**src/rtl/rom_stream_pkg.sv**
```systemverilog
// Shared types and constants for the ROM burst reader: FSM encoding and
// output buffer sizing with its pointer helper.
package rom_stream_pkg;

   typedef enum logic [1:0] {
      ST_IDLE  = 2'd0,
      ST_FETCH = 2'd1,
      ST_DRAIN = 2'd2
   } state_t;

   localparam int LP_BUF_DEPTH = 3;
   localparam int LP_PTR_W     = $clog2(LP_BUF_DEPTH);
   localparam int LP_CNT_W     = $clog2(LP_BUF_DEPTH + 1);

   // Pointer increment wrapping at the (non power-of-two) buffer depth.
   function automatic logic [LP_PTR_W-1:0] f_ptr_inc(input logic [LP_PTR_W-1:0] i_ptr);
      if (i_ptr == LP_PTR_W'(LP_BUF_DEPTH - 1)) return '0;
      return i_ptr + LP_PTR_W'(1);
   endfunction

endpackage

```
**src/rtl/stream_skid_fifo.sv**
```systemverilog
// Small synchronous FIFO that holds ROM words while the consumer stalls.
// Head entry is presented combinationally; storage itself is not reset.
module stream_skid_fifo
   import rom_stream_pkg::*;
#(
   parameter int p_WIDTH = 9
) (
   input  logic                i_CLK,
   input  logic                i_RST,
   input  logic                i_PUSH,
   input  logic [p_WIDTH-1:0]  i_DATA,
   input  logic                i_POP,
   output logic [p_WIDTH-1:0]  o_DATA,
   output logic [LP_CNT_W-1:0] o_COUNT
);

   logic [p_WIDTH-1:0]  r_mem [LP_BUF_DEPTH];
   logic [LP_PTR_W-1:0] r_wr_ptr;
   logic [LP_PTR_W-1:0] r_rd_ptr;
   logic [LP_CNT_W-1:0] r_count;
   logic                w_push;
   logic                w_pop;

   assign w_pop  = i_POP && (r_count != '0);
   assign w_push = i_PUSH && ((r_count != LP_CNT_W'(LP_BUF_DEPTH)) || w_pop);

   always_ff @(posedge i_CLK or posedge i_RST) begin
      if (i_RST) begin
         r_wr_ptr <= '0;
         r_rd_ptr <= '0;
         r_count  <= '0;
      end else begin
         if (w_push) r_wr_ptr <= f_ptr_inc(r_wr_ptr);
         if (w_pop)  r_rd_ptr <= f_ptr_inc(r_rd_ptr);
         case ({w_push, w_pop})
            2'b10:   r_count <= r_count + LP_CNT_W'(1);
            2'b01:   r_count <= r_count - LP_CNT_W'(1);
            default: r_count <= r_count;
         endcase
      end
   end

   always_ff @(posedge i_CLK) begin
      if (w_push) r_mem[r_wr_ptr] <= i_DATA;
   end

   assign o_DATA  = r_mem[r_rd_ptr];
   assign o_COUNT = r_count;

endmodule

```
**src/rtl/rom_stream_reader.sv**
```systemverilog
// Burst sequencer in front of a registered ROM: issues reads under a credit
// limit and re-emits the returned words as a valid/ready stream with last.
module rom_stream_reader
   import rom_stream_pkg::*;
#(
   parameter int p_ADDRESS_WIDTH = 4,
   parameter int p_DATA_WIDTH    = 8
) (
   input  logic                       i_CLK,
   input  logic                       i_RST,
   input  logic                       i_START,
   input  logic [p_ADDRESS_WIDTH-1:0] i_START_ADDRESS,
   input  logic [p_ADDRESS_WIDTH:0]   i_LENGTH,
   output logic                       o_BUSY,
   output logic                       o_DONE,
   output logic                       o_ROM_READ_ENABLE,
   output logic [p_ADDRESS_WIDTH-1:0] o_ROM_ADDRESS,
   input  logic [p_DATA_WIDTH-1:0]    i_ROM_READ_DATA,
   output logic                       o_VALID,
   output logic [p_DATA_WIDTH-1:0]    o_DATA,
   output logic                       o_LAST,
   input  logic                       i_READY
);

   localparam logic [p_ADDRESS_WIDTH-1:0] LP_ADDR_ONE = 1;
   localparam logic [p_ADDRESS_WIDTH:0]   LP_REM_ONE  = 1;

   state_t                      r_state;
   state_t                      w_state_next;
   logic [p_ADDRESS_WIDTH-1:0]  r_addr;
   logic [p_ADDRESS_WIDTH:0]    r_remaining;
   logic                        r_inflight;
   logic                        r_inflight_last;
   logic                        r_done;
   logic [LP_CNT_W-1:0]         w_count;
   logic [LP_CNT_W:0]           w_outstanding;
   logic [p_DATA_WIDTH:0]       w_head;
   logic                        w_issue;
   logic                        w_valid;
   logic                        w_pop;
   logic                        w_pop_last;
   logic                        w_start_ok;
   logic                        w_start_empty;

   // Credit uses registered state only, so i_READY never reaches the ROM port.
   assign w_outstanding = {1'b0, w_count} + {{LP_CNT_W{1'b0}}, r_inflight};
   assign w_issue       = (r_state == ST_FETCH) && (r_remaining != '0)
                          && (w_outstanding < (LP_CNT_W + 1)'(LP_BUF_DEPTH));
   assign w_valid       = (w_count != '0);
   assign w_pop         = w_valid && i_READY;
   assign w_pop_last    = w_pop && w_head[p_DATA_WIDTH];
   assign w_start_ok    = (r_state == ST_IDLE) && i_START && (i_LENGTH != '0);
   assign w_start_empty = (r_state == ST_IDLE) && i_START && (i_LENGTH == '0);

   always_comb begin
      w_state_next = r_state;
      case (r_state)
         ST_IDLE:  if (w_start_ok) w_state_next = ST_FETCH;
         ST_FETCH: if (w_issue && (r_remaining == LP_REM_ONE)) w_state_next = ST_DRAIN;
         ST_DRAIN: if (w_pop_last) w_state_next = ST_IDLE;
         default:  w_state_next = ST_IDLE;
      endcase
   end

   always_ff @(posedge i_CLK or posedge i_RST) begin
      if (i_RST) begin
         r_state         <= ST_IDLE;
         r_addr          <= '0;
         r_remaining     <= '0;
         r_inflight      <= 1'b0;
         r_inflight_last <= 1'b0;
         r_done          <= 1'b0;
      end else begin
         r_state         <= w_state_next;
         r_inflight      <= w_issue;
         r_inflight_last <= w_issue && (r_remaining == LP_REM_ONE);
         r_done          <= w_start_empty || ((r_state == ST_DRAIN) && w_pop_last);
         if (w_start_ok) begin
            r_addr      <= i_START_ADDRESS;
            r_remaining <= i_LENGTH;
         end else if (w_issue) begin
            r_addr      <= r_addr + LP_ADDR_ONE;
            r_remaining <= r_remaining - LP_REM_ONE;
         end
      end
   end

   // The ROM word lands one cycle after issue; the in-flight flag pushes it.
   stream_skid_fifo #(
      .p_WIDTH (p_DATA_WIDTH + 1)
   ) u_fifo (
      .i_CLK   (i_CLK),
      .i_RST   (i_RST),
      .i_PUSH  (r_inflight),
      .i_DATA  ({r_inflight_last, i_ROM_READ_DATA}),
      .i_POP   (w_pop),
      .o_DATA  (w_head),
      .o_COUNT (w_count)
   );

   assign o_BUSY            = (r_state != ST_IDLE);
   assign o_DONE            = r_done;
   assign o_ROM_READ_ENABLE = w_issue;
   assign o_ROM_ADDRESS     = w_issue ? r_addr : '0;
   assign o_VALID           = w_valid;
   assign o_DATA            = w_valid ? w_head[p_DATA_WIDTH-1:0] : '0;
   assign o_LAST            = w_valid && w_head[p_DATA_WIDTH];

endmodule

```
**config.mk**
```make
export PLATFORM = sky130hd
export DESIGN_NAME = rom_stream_reader
export DESIGN_NICKNAME = d
export VERILOG_FILES = /design/src/rtl/rom_stream_pkg.sv /design/src/rtl/stream_skid_fifo.sv /design/src/rtl/rom_stream_reader.sv
export SDC_FILE = /design/constraint.sdc
export NUM_CORES = 1
export LEC_CHECK = 0
export ABC_AREA = 1
export BUFFER_PORTS_ARGS = -buffer_cell sky130_fd_sc_hd__buf_2
export CORE_MARGIN = 2
export CORE_UTILIZATION = 60
export DETAILED_ROUTE_END_ITERATION = 10
export PLACE_DENSITY = 0.91
export SLEW_MARGIN = 20
export SYNTH_ARGS = -nofsm -noshare
export SYNTH_HDL_FRONTEND = slang
export SYNTH_HIERARCHICAL = 1
export SYNTH_SLANG_ARGS = --single-unit
```
**constraint.sdc**
```tcl
create_clock -name i_CLK -period 7.12 [get_ports i_CLK]
set_input_delay 0.712 -clock i_CLK [delete_from_list [all_inputs] [get_ports i_CLK]]
set_output_delay 0.712 -clock i_CLK [all_outputs]
set_load 0.01 [all_outputs]
```
; ---- After elaboration in Yosys (flattened, before gate mapping)
; Memory sizes are Yosys's and may differ from the RTL's.
; Cells that the tools add are included.
[word_totals]
ff_bits = 20
mem_count = 1
mem_bits_rw = 27
in_bits = 21
[memory_table]
columns = memory, depth, word_bits, read_ports, rd_ports_with_merged_regs, write_ports, line
row1 = u_fifo.r_mem, 3, 9, 1, 0, 1, stream_skid_fifo.sv:17  ; logic [p_WIDTH-1:0] r_mem [LP_BUF_DEPTH];
[classes]
reduce_logical = 23
add_sub_neg = 7
mux = 21
n_eq_ne = 11
order_cmp = 1
[op_table]
columns = cell, n
row1 = 2-to-1 mux 2 bit, 7
row2 = logical AND 1 bit, 12
row3 = 2-to-1 mux 4 bit, 3
row4 = 2-to-1 mux 5 bit, 2
row5 = nonzero test 5 bit, 2
row6 = equality test 2 bit (second input constant), 4
row7 = 2-to-1 mux 8 bit, 1
row8 = nonzero test 2 bit, 4
row9 = adder 2 x 1 -> 2 bit (second input constant), 3
row10 = 2-to-1 mux 1 bit, 6
row11 = inequality test 2 bit (second input constant), 3
row12 = one-hot mux 2 bit (3 select lines), 1
row13 = equality test 5 x 1 -> 1 bit (second input constant), 1
row14 = zero test 5 bit, 1
row15 = subtractor 5 x 1 -> 5 bit (second input constant), 1
row16 = adder 4 x 1 -> 4 bit (second input constant), 1
row17 = equality test 2 x 1 -> 1 bit (second input constant), 2
row18 = one-hot mux 2 bit (2 select lines), 1
row19 = adder 2 x 1 -> 3 bit, 1
row20 = < comparator 3 x 2 -> 1 bit (second input constant), 1
row21 = AND reduction 3 bit, 1
row22 = zero test 2 bit, 1
row23 = logical OR 1 bit, 2
row24 = inequality test 2 x 1 -> 1 bit (second input constant), 1
row25 = subtractor 2 x 1 -> 2 bit (second input constant), 1

; ---- Logic depth before layout (Yosys ltp)
; Gate-level depths: netlist of run 1.
[logic_depth]
word_depth = 7
ltp_mapped = 10
depth_no_buf = 10

; ---- Modules after synthesis
; Netlist of run 1, hierarchy kept.
[modules_own_cells]
columns = module, area_each_um2, seq_area_each_um2, cells_per_inst, instances
row1 = stream_skid_fifo, 1311.3, 960.9, 111, 1
row2 = rom_stream_reader, 1002.2, 350.3, 146, 1

; ---- Least setup slack after synthesis of run 1
; Ideal clock, no wire load.
[synth_timing]
path_type = flip-flop to flip-flop
startpoint = reg u_fifo.r_count[0], in the netlist u_fifo/o_COUNT[0]
endpoint = mem u_fifo.r_mem[2][0], enable pin
synth_period_minus_slack_ps = 2280
setup_slack_ps = 4840
stages_incl_launch_ff = 6
setup_time_ps = 387
t_required_ps = 6733
path_buffers = 1
t_arrival_ps = 1893
path_cell_list = dfrtp_1 nor2_1 clkbuf_1 nor2_1 o21ai_4 nor3_1
[synth_via]
elab_chain_len = 7
[synth_lines]
columns = item, line
row1 = "start, declared", stream_skid_fifo.sv:20  ; logic [LP_CNT_W-1:0] r_count;
row2 = "start signal, assigned", stream_skid_fifo.sv:36  ; 2'b10: r_count <= r_count + LP_CNT_W'(1);
row3 = "start signal, assigned", stream_skid_fifo.sv:37  ; 2'b01: r_count <= r_count - LP_CNT_W'(1);
row4 = "start signal, assigned", stream_skid_fifo.sv:38  ; default: r_count <= r_count;
row5 = nonzero test 2 bit, rom_stream_reader.sv:49  ; assign w_valid = (w_count != '0);
row6 = logical AND 1 bit, rom_stream_reader.sv:50  ; assign w_pop = w_valid && i_READY;
row7 = net w_pop, rom_stream_reader.sv:40  ; logic w_pop;
row8 = logical AND 1 bit, stream_skid_fifo.sv:24  ; assign w_pop = i_POP && (r_count != '0);
row9 = logical OR 1 bit, stream_skid_fifo.sv:25  ; assign w_push = i_PUSH && ((r_count != LP_CNT_W'(LP_BUF_DEPTH)) || w_pop);
row10 = logical AND 1 bit, stream_skid_fifo.sv:25
row11 = 2-to-1 mux 1 bit, stream_skid_fifo.sv:44  ; if (w_push) r_mem[r_wr_ptr] <= i_DATA;
row12 = 2-to-1 mux 1 bit (implied by the code), stream_skid_fifo.sv:44
row13 = "end, declared", stream_skid_fifo.sv:17
; The timed path passes the listed nets, and every way through them passes these cells.

; ---- Worst setup path in the final report of run 1
[layout_timing]
startpoint = reg u_fifo.r_count[0], in the netlist u_fifo/o_COUNT[0]
endpoint = out o_ROM_READ_ENABLE
[layout_via]
elab_chain_len = 3
[layout_lines]
columns = item, line
row1 = adder 2 x 1 -> 3 bit, rom_stream_reader.sv:46  ; assign w_outstanding = {1'b0, w_count} + {{LP_CNT_W{1'b0}}, r_inflight};
row2 = < comparator 3 x 2 -> 1 bit, rom_stream_reader.sv:48  ; && (w_outstanding < (LP_CNT_W + 1)'(LP_BUF_DEPTH));
row3 = logical AND 1 bit, rom_stream_reader.sv:48
row4 = "end, declared", rom_stream_reader.sv:16  ; output logic o_ROM_READ_ENABLE,
; Every way passes these cells.

==> out/metrics.sh, run 1 <==
OUTCOME='complete, no violations'
PORT_BUFFERS=37
PERIOD_UTILIZATION_POST_ROUTE=0.375
CTS_BUFFERS=5
YS_TOP_CELLS_BY_AREA='sky130_fd_sc_hd__edfxtp_1 35%, sky130_fd_sc_hd__dfrtp_1 22%, sky130_fd_sc_hd__nand2_1 12%'
FINALWORSTSETUPSLACK_NS=4.45
RSZ0062_AT_GRT='no'
INTERNAL-POWER_W=0.000715
INITIAL_ANTENNA_VIOLATION_COUNT=0
FLOORPLAN.INITIALDENSITY=0.627
DIE_AREA_UM2=4370
ENDPOINT_KIND='output port'
CTS_RESIZED=0
ANT_NETS=0
GRT_PASS1_WL_MM=6.99
CRITICAL_PATH.MAX_FANOUT=10
CRITPATHMAXSTAGEDELAY_NS=0.49
CTS.SINKS=47
TIGHTEST_SLEW_NS=0.817
POST_SYNTH_NUM_CELL_TYPES=28
SYNTH.FF_LATCH_COUNT=47
POST_SYN_INSTANCES=257
PINS_OVER_THEIR_SLEW_LIMIT=0
YS_WARN_COUNT=6
CELLPOWERDENSITY_nW_PER_UM2=483
YOSYSTOPAREACELL='sky130_fd_sc_hd__edfxtp_1'
SETUP.WORST_PATH.START_CLASS='register'
SLOWEST_STAGE='sky130_fd_sc_hd__dfrtp_1'
SETUP_TOTAL_NEGATIVE_SLACK_NS=0
PATH_CLASS='register to output port'
AVGVIACOUNTPERCELL=5.08
ROUTE.DETAILED.DRC=0
P_CLK_FRAC=0.151
POWER.SHARE.SEQUENTIAL=0.362
YS_SEQ_AREA_FRAC=0.567
GRT_USE_MET1=0.261
GRT.MET3_USAGE=0.0596
CRITICAL_PATH.CELL_CHAIN='ha_1, ha_1, nand2_1, nand2_1, nor2_4, nand2_4, inv_4, buf_2'
GROUTE.USAGE.OVERALL=0.221
CTS.REPORTEDPATHS.CLKPINSLEW_NS=0.09
CTSHTREEMAXLEVEL=2
GRT_BUSIEST_LAYER='met2'
YS_TOP_CELLS_BY_COUNT='76 x sky130_fd_sc_hd__nand2_1, 37 x sky130_fd_sc_hd__inv_1, 30 x sky130_fd_sc_hd__nand3_1'
SYNTHTOLAYOUTAREAGROWTH_PCT=14.8
GRT_START_MAX_NET_PINS=16
NETSWITCHINGPOWER_W=0.000568
SYN-MEAN-INSTANCE-AREA_UM2=9.00
CTS-ROOT-BUF='sky130_fd_sc_hd__clkbuf_8'
NUMBER_OF_ENABLE_TYPE_REGISTER_CELLS_IN_THE_SYNTHESIZED_NETLIST=27
COMBINATIONALPOWERSHARE=0.487
TRITONCTS='yes'
SYNTH_AREA_UM2=2310
WORSTPATHARRIVAL_NS=1.96
TOTALWIRELENGTH_MM=4.27
FIRST_GLOBAL_VIAS=1675
DIE_X_UM=66.1
DRT_PASS1_ITERATIONS=4
SYNTHARSTFLOPSHARE=0.426
SYNTHESIS.NETS=283
FIN_CRIT_NS=2.67
PLACEMENT_ROWS=22
OVERFLOW=0
HOLD_VIOL_FINAL=0
MAX-CLOCK-PATH-BUFFERS=2
HP-CLASS='input pin to async pin'
DRV.MAX_CAP_VIOLATION_COUNT=0
IRDROPWORSTVDD_mV=0.277
TIMING.CRITICAL_PATH.BUF_INV=2
NUMBER_OF_DESIGN_RULE_VIOLATIONS_LEFT_BY_THE_FIRST_DETAILED_ROUTER_ITERATION=132
SLEW_HEADROOM=0.453
POST-PLACE-WS_NS=4.45
CTS_HOLD_REPAIR.BUFFERS=0
FINCLKSKEW_NS=0.0110
P_LEAK_nW=1.33
DETAILROUTE.VIA_COUNT=1764
GRT.MET2_USAGE=0.368
WORST_SKEW_PAIR.LATE_LATENCY_NS=0.30
CLOCK.FMAX_MHz=374
NETS=324
SYNTH_TOP_AREA_FRAC=0.350
PROPORTION_OF_LAYOUT_CELLS_WITH_A_DRIVE_SUFFIX_ABOVE_1=0.227
POWER_SWITCHING_SHARE=0.443
DESIGN.CORE.AREA_UM2=3690
DP_HPWL_MM=3.08
DRT-WIRELENGTH-PER-CELL_UM=12.3
PLACE_CONGESTION=0.835
ANTENNA_CELLS_INSERTED=0
TOP_LEVEL_PORTS=38
SYNTH_FF_TYPE='sky130_fd_sc_hd__edfxtp_1'
WORST-ENDPOINT-REQUIRED_NS=6.41
SETUP_VIOL=0
N_FILL_CELL=277
CHIPHEIGHT_UM=66.1
YOSYS.CELL_COUNT.TOP_TYPE='sky130_fd_sc_hd__nand2_1'
CRIT_FAMILY='adder cells'
POSTCTSSETUPREPAIRBUFS=0
## layout make-up
class / count / area [um2] / share of cell area
Tap cell: 48 / 60.1 / 0.0226
Timing Repair Buffer: 37 / 185 / 0.0697
Inverter: 43 / 164 / 0.0617
Multi-Input combinational cell: 164 / 825 / 0.310
Clock buffer: 5 / 68.8 / 0.0259
Clock inverter: 3 / 42.5 / 0.0160
Sequential cell: 47 / 1310 / 0.494
## per-stage QoR
stage | area (um2) | util | total power, W | cells | hold slack [ns]
finish | 2660 | 0.720 | 0.00128 | 347 | 0.316
floorplan | 2310 | - | 0.000916 | 257 | 0.438
global route | 2660 | 0.720 | 0.00140 | 347 | 0.313
global placement | 2540 | 0.689 | 0.00106 | 339 | 0.462
CTS | 2650 | 0.719 | 0.00128 | 347 | 0.316
detailed placement | 2540 | 0.689 | 0.00109 | 339 | 0.465
## layer usage
metal	part of all wire	up-vias
li1	-	902
met1	0.43	814
met3	0.051	4
met2	0.51	44
met5	0	-
met4	0.011	0
## cell usage in the layout (no fill, tap or decap), drive strengths merged
cell / count
nand2: 82
inv: 44
buf: 37
nand3: 34
edfxtp: 27
nor2: 27
dfrtp: 20
ha: 5
clkbuf: 5
o21ai: 5
xor2: 2
nand4: 2
nor3: 2
o22ai: 1
nand3b: 1
o21bai: 1
clkinv: 1
bufinv: 1
a21oi: 1
or2: 1
## worst reg2reg max path, delay by kind of cell, from the launching register on
kind             cells  cell delay (ns)
flip-flops           1             0.51
AND/OR/NAND/NOR      3             1.38
AO/OA/AOI/OAI        1             0.16
## power groups by stage
stage | Combinational, W | Sequential, W | Clock (W)
after floorplan | 0.000469 | 0.000447 | 0
after global placement | 0.000597 | 0.000462 | 0
after detailed placement | 0.000622 | 0.000468 | 0
after CTS | 0.000625 | 0.000463 | 0.000196
after global routing | 0.000710 | 0.000476 | 0.000210
final | 0.000625 | 0.000465 | 0.000194
## path summary, 6_finish.rpt
path | end | slack, ns | cells after the start | start
worst max-delay path | o_ROM_READ_ENABLE | 4.45 | 8 | u_fifo/o_COUNT[0]
worst min-delay path | u_fifo/o_COUNT[0] | 0.32 | 2 | i_RST
worst min register to register | r_remaining[1] | 0.49 | 2 | r_remaining[1]
worst max register to register | u_fifo/r_mem[0][5] | 4.69 | 4 | u_fifo/o_COUNT[0]
min in group i_CLK | r_remaining[1] | 0.49 | 2 | r_remaining[1]
max in group asynchronous | r_remaining[0] | 6.30 | 2 | i_RST
## flip-flops by register name (all words and copies together), names as in the netlist
| signal | count |
|---|---|
| r_inflight_last | 1 |
| r_state | 2 |
| u_fifo/r_mem | 27 |
| u_fifo/r_rd_ptr | 2 |
| r_addr | 4 |
| o_DONE | 1 |
| r_inflight | 1 |
| u_fifo/o_COUNT | 2 |
| u_fifo/r_wr_ptr | 2 |
| r_remaining | 5 |
## cells by family (layout without fill, tap and decap cells)
| logic type | Yosys count | in the layout | synth area share |
|---|---|---|---|
| AO/OA/AOI/OAI | 8 | 8 | 0.0254 |
| XOR/XNOR | 2 | 2 | 0.00757 |
| adder cells (fa/ha/maj) | 5 | 5 | 0.0270 |
| buffers and inverters | 46 | 88 | 0.0790 |
| flip-flops | 47 | 47 | 0.567 |
| AND/OR/NAND/NOR | 149 | 149 | 0.294 |
(Power assumes the default switching activity.)
==> inputs of run 2 (changes only) <==
- CORE_UTILIZATION: 60 -> 56
- PLACE_DENSITY: 0.91 -> 0.86
- clock period: 7.12 -> 2.7 ns (I/O delays scaled with it)
==> run 2 against run 1 <==
Effect of this change:
- clock power increased by 120%
- final cell count increased by 2.6%
- critical path type unchanged
- setup slack lost 4.0 ns
- cell area increased by 1.3%
- sequential power rose to 2.6 times the previous value
- register-to-register slack lost 4.1 ns
- routed wire length increased by 1.8%
- non-clock buffer count up 7
==> out/metrics.sh, run 2 (same netlist as run 1, synthesis figures left out) <==
NETS=331  # +2.2%
CTS_HOLD_REPAIR.BUFFERS=1  # +1
DRT-WIRELENGTH-PER-CELL_UM=12.2  # -0.75%
FLOORPLAN.INITIALDENSITY=0.578  # -0.0489
FINCLKSKEW_NS=0.00745  # -0.00360 ns
MULTIINPUTGATEAREA_UM2=820  # -0.61%
PINS_OVER_THEIR_SLEW_LIMIT=0  # unchanged
FIN_CRIT_NS=2.24
SEQUENTIAL_CELL_AREA_UM2=1310  # unchanged
DESIGN.CORE.AREA_UM2=4000  # +8.4%
PORT_BUFFERS=37  # unchanged
N_FILL_CELL=302  # +9.0%
RSZ0062_AT_GRT='no'
DRT_PASS1_ITERATIONS=4  # unchanged
SETUP.WORST_PATH.START_CLASS='register'
HP-CLASS='input pin to register'
MAX-CLOCK-PATH-BUFFERS=2  # unchanged
CELLPOWERDENSITY_nW_PER_UM2=1240  # +160%
PATH_CLASS='register to output port'
DRV.MAX_CAP_VIOLATION_COUNT=0  # unchanged
CTS-ROOT-BUF='sky130_fd_sc_hd__clkbuf_8'
PROPORTION_OF_LAYOUT_CELLS_WITH_A_DRIVE_SUFFIX_ABOVE_1=0.242  # +0.0144
DETAILROUTE.VIA_COUNT=1806  # +2.4%
AVGVIACOUNTPERCELL=5.07  # -0.21%
POSTCTSSETUPREPAIRBUFS=0  # unchanged
ENDPOINT_KIND='output port'
WORST_SKEW_PAIR.LATE_LATENCY_NS=0.30  # about the same
POST-PLACE-CELLS=347  # +2.4%
FIRST_GLOBAL_VIAS=1591  # -5.0%
SETUP_VIOL=0  # unchanged
DP_HPWL_MM=3.24  # +5.2%
REG.LARGEST.LIST='u_fifo/r_mem x27, r_remaining x5, r_addr x4'
NUMBER_OF_DESIGN_RULE_VIOLATIONS_LEFT_BY_THE_FIRST_DETAILED_ROUTER_ITERATION=141  # +6.8%
WORST-ENDPOINT-REQUIRED_NS=2.43  # -3.98 ns
DIE_AREA_UM2=4660  # +6.7%
PLACEMENT_ROWS=23  # +4.5%
CTSHTREEMAXLEVEL=2  # unchanged
LAYOUT_COMMONEST_CELL='sky130_fd_sc_hd__nand2_1'
PERIOD_UTILIZATION_POST_ROUTE=0.831
GRT_PASS1_WL_MM=6.90  # -1.3%
GROUTE.USAGE.OVERALL=0.207  # -0.0136
CTS_RESIZED=0  # unchanged
OVERFLOW=0  # unchanged
SLEW_HEADROOM=0.639  # +0.186
LARGEST_REG_FLOPS=27  # unchanged
TOTAL_POWER_W=0.00335  # +160%
INITIAL_ANTENNA_VIOLATION_COUNT=0  # unchanged
CLOCK.FMAX_MHz=446
CRITICAL_PATH.MAX_FANOUT=10  # unchanged
WORSTPATHARRIVAL_NS=1.97  # about the same
LAYOUT.CORE_UTILIZATION=0.673  # -0.0473
PLACE_CONGESTION=0.859  # +2.8%
CTS.SINKS=47  # unchanged
TOP_LEVEL_PORTS=38  # unchanged
SETUP_TOTAL_NEGATIVE_SLACK_NS=0  # unchanged
CTS.REPORTEDPATHS.CLKPINSLEW_NS=0.09  # about the same
DIE_X_UM=68.3  # +3.3%
P_LEAK_nW=1.35  # +1.8%
OUTCOME='complete, no violations'
MOST_FREQUENT_CELLS_IN_THE_LAYOUT='76 x sky130_fd_sc_hd__nand2_1, 37 x sky130_fd_sc_hd__inv_1, 37 x sky130_fd_sc_hd__buf_2'
TOTALWIRELENGTH_MM=4.34  # +1.8%
ROUTE.DETAILED.DRC=0  # unchanged
REGMOSTFLOPS='u_fifo/r_mem'
TRITONCTS='yes'
SYNTHTOLAYOUTAREAGROWTH_PCT=16.3
CTS_BUFFERS=5  # unchanged
ANT_NETS=0  # unchanged
FIN_WORST_HOLD_SLACK_NS=0.167  # -0.148 ns
FIN_CELLS=356  # +2.6%
ANTENNA_CELLS_INSERTED=0  # unchanged
HOLD_VIOL_FINAL=0  # unchanged
TIGHTEST_SLEW_NS=0.540  # -0.277 ns
GRT_START_MAX_NET_PINS=18  # +2
IRDROPWORSTVDD_mV=0.739  # +170%
CHIPHEIGHT_UM=68.3  # +3.3%
-- run 2: changes by cell type in the layout (fill, tap and decap cells not counted) --
cell,change
sky130_fd_sc_hd__inv_6,+1
sky130_fd_sc_hd__clkinv_1,-1
sky130_fd_sc_hd__buf_4,+6
sky130_fd_sc_hd__clkinvlp_4,+1
sky130_fd_sc_hd__dlygate4sd3_1,+1
sky130_fd_sc_hd__nor3_2,-1
sky130_fd_sc_hd__nor3_1,+1
sky130_fd_sc_hd__bufinv_16,-1
-- run 2: metal layers --
layer  track usage  share of wire  vias up
met5             0              0        -
met4        0.0850          0.017        0
met3        0.0428          0.057        8
met2         0.380           0.52       60
met1         0.232           0.41      827
li1              -              -      911
-- run 2: area by class of cell --
| class | instances | area share |
|---|---|---|
| clock buffers | 5 | 0.0256 |
| clock inverters | 3 | 0.00930 |
| inverters | 43 | 0.0609 |
| multi-input cells | 164 | 0.305 |
| flip-flops and latches | 47 | 0.487 |
| well taps | 50 | 0.0232 |
| repair buffers | 44 | 0.0893 |
-- run 2: per-stage QoR --
step | setup slack, ns | instance area, um2
after floorplan | 0.420 | 2310
after global placement | 0.754 | 2590
after detailed placement | 0.710 | 2590
after CTS | 0.439 | 2690
after global routing | 0.323 | 2690
final | 0.457 | 2690
-- run 2: report_power, final --
group / internal (W) / leakage (nW) / switching, W
registers: 0.00103 / 0.494 / 0.000200
logic: 0.000623 / 0.814 / 0.00106
clock network: 0.000188 / 0.0452 / 0.000241
-- run 2: path summary, 6_finish.rpt --
kind / from / end / slack [ns] / cells past startpoint
setup reg to reg: u_fifo/o_COUNT[0] / u_fifo/r_mem[2][3] / 0.60 / 6
hold / removal: i_START_ADDRESS[0] / r_addr[0] / 0.17 / 3
setup / recovery: u_fifo/o_COUNT[0] / o_ROM_READ_ENABLE / 0.46 / 8
hold reg to reg: r_inflight_last / u_fifo/r_mem[2][8] / 0.48 / 0
min in group asynchronous: i_RST / u_fifo/o_COUNT[0] / 0.42 / 3
max in group asynchronous: i_RST / r_state[0] / 1.80 / 3
-- run 2: worst max-delay path, stage by stage, from the launching register on --
cell and delay [ns]:
sky130_fd_sc_hd__dfrtp_1 0.49, sky130_fd_sc_hd__ha_1 0.23, sky130_fd_sc_hd__ha_1 0.27, sky130_fd_sc_hd__nand2_1 0.07, sky130_fd_sc_hd__nand2_1 0.08, sky130_fd_sc_hd__nor2_4 0.15
sky130_fd_sc_hd__nand2_4 0.13, sky130_fd_sc_hd__inv_4 0.11, sky130_fd_sc_hd__buf_2 0.13
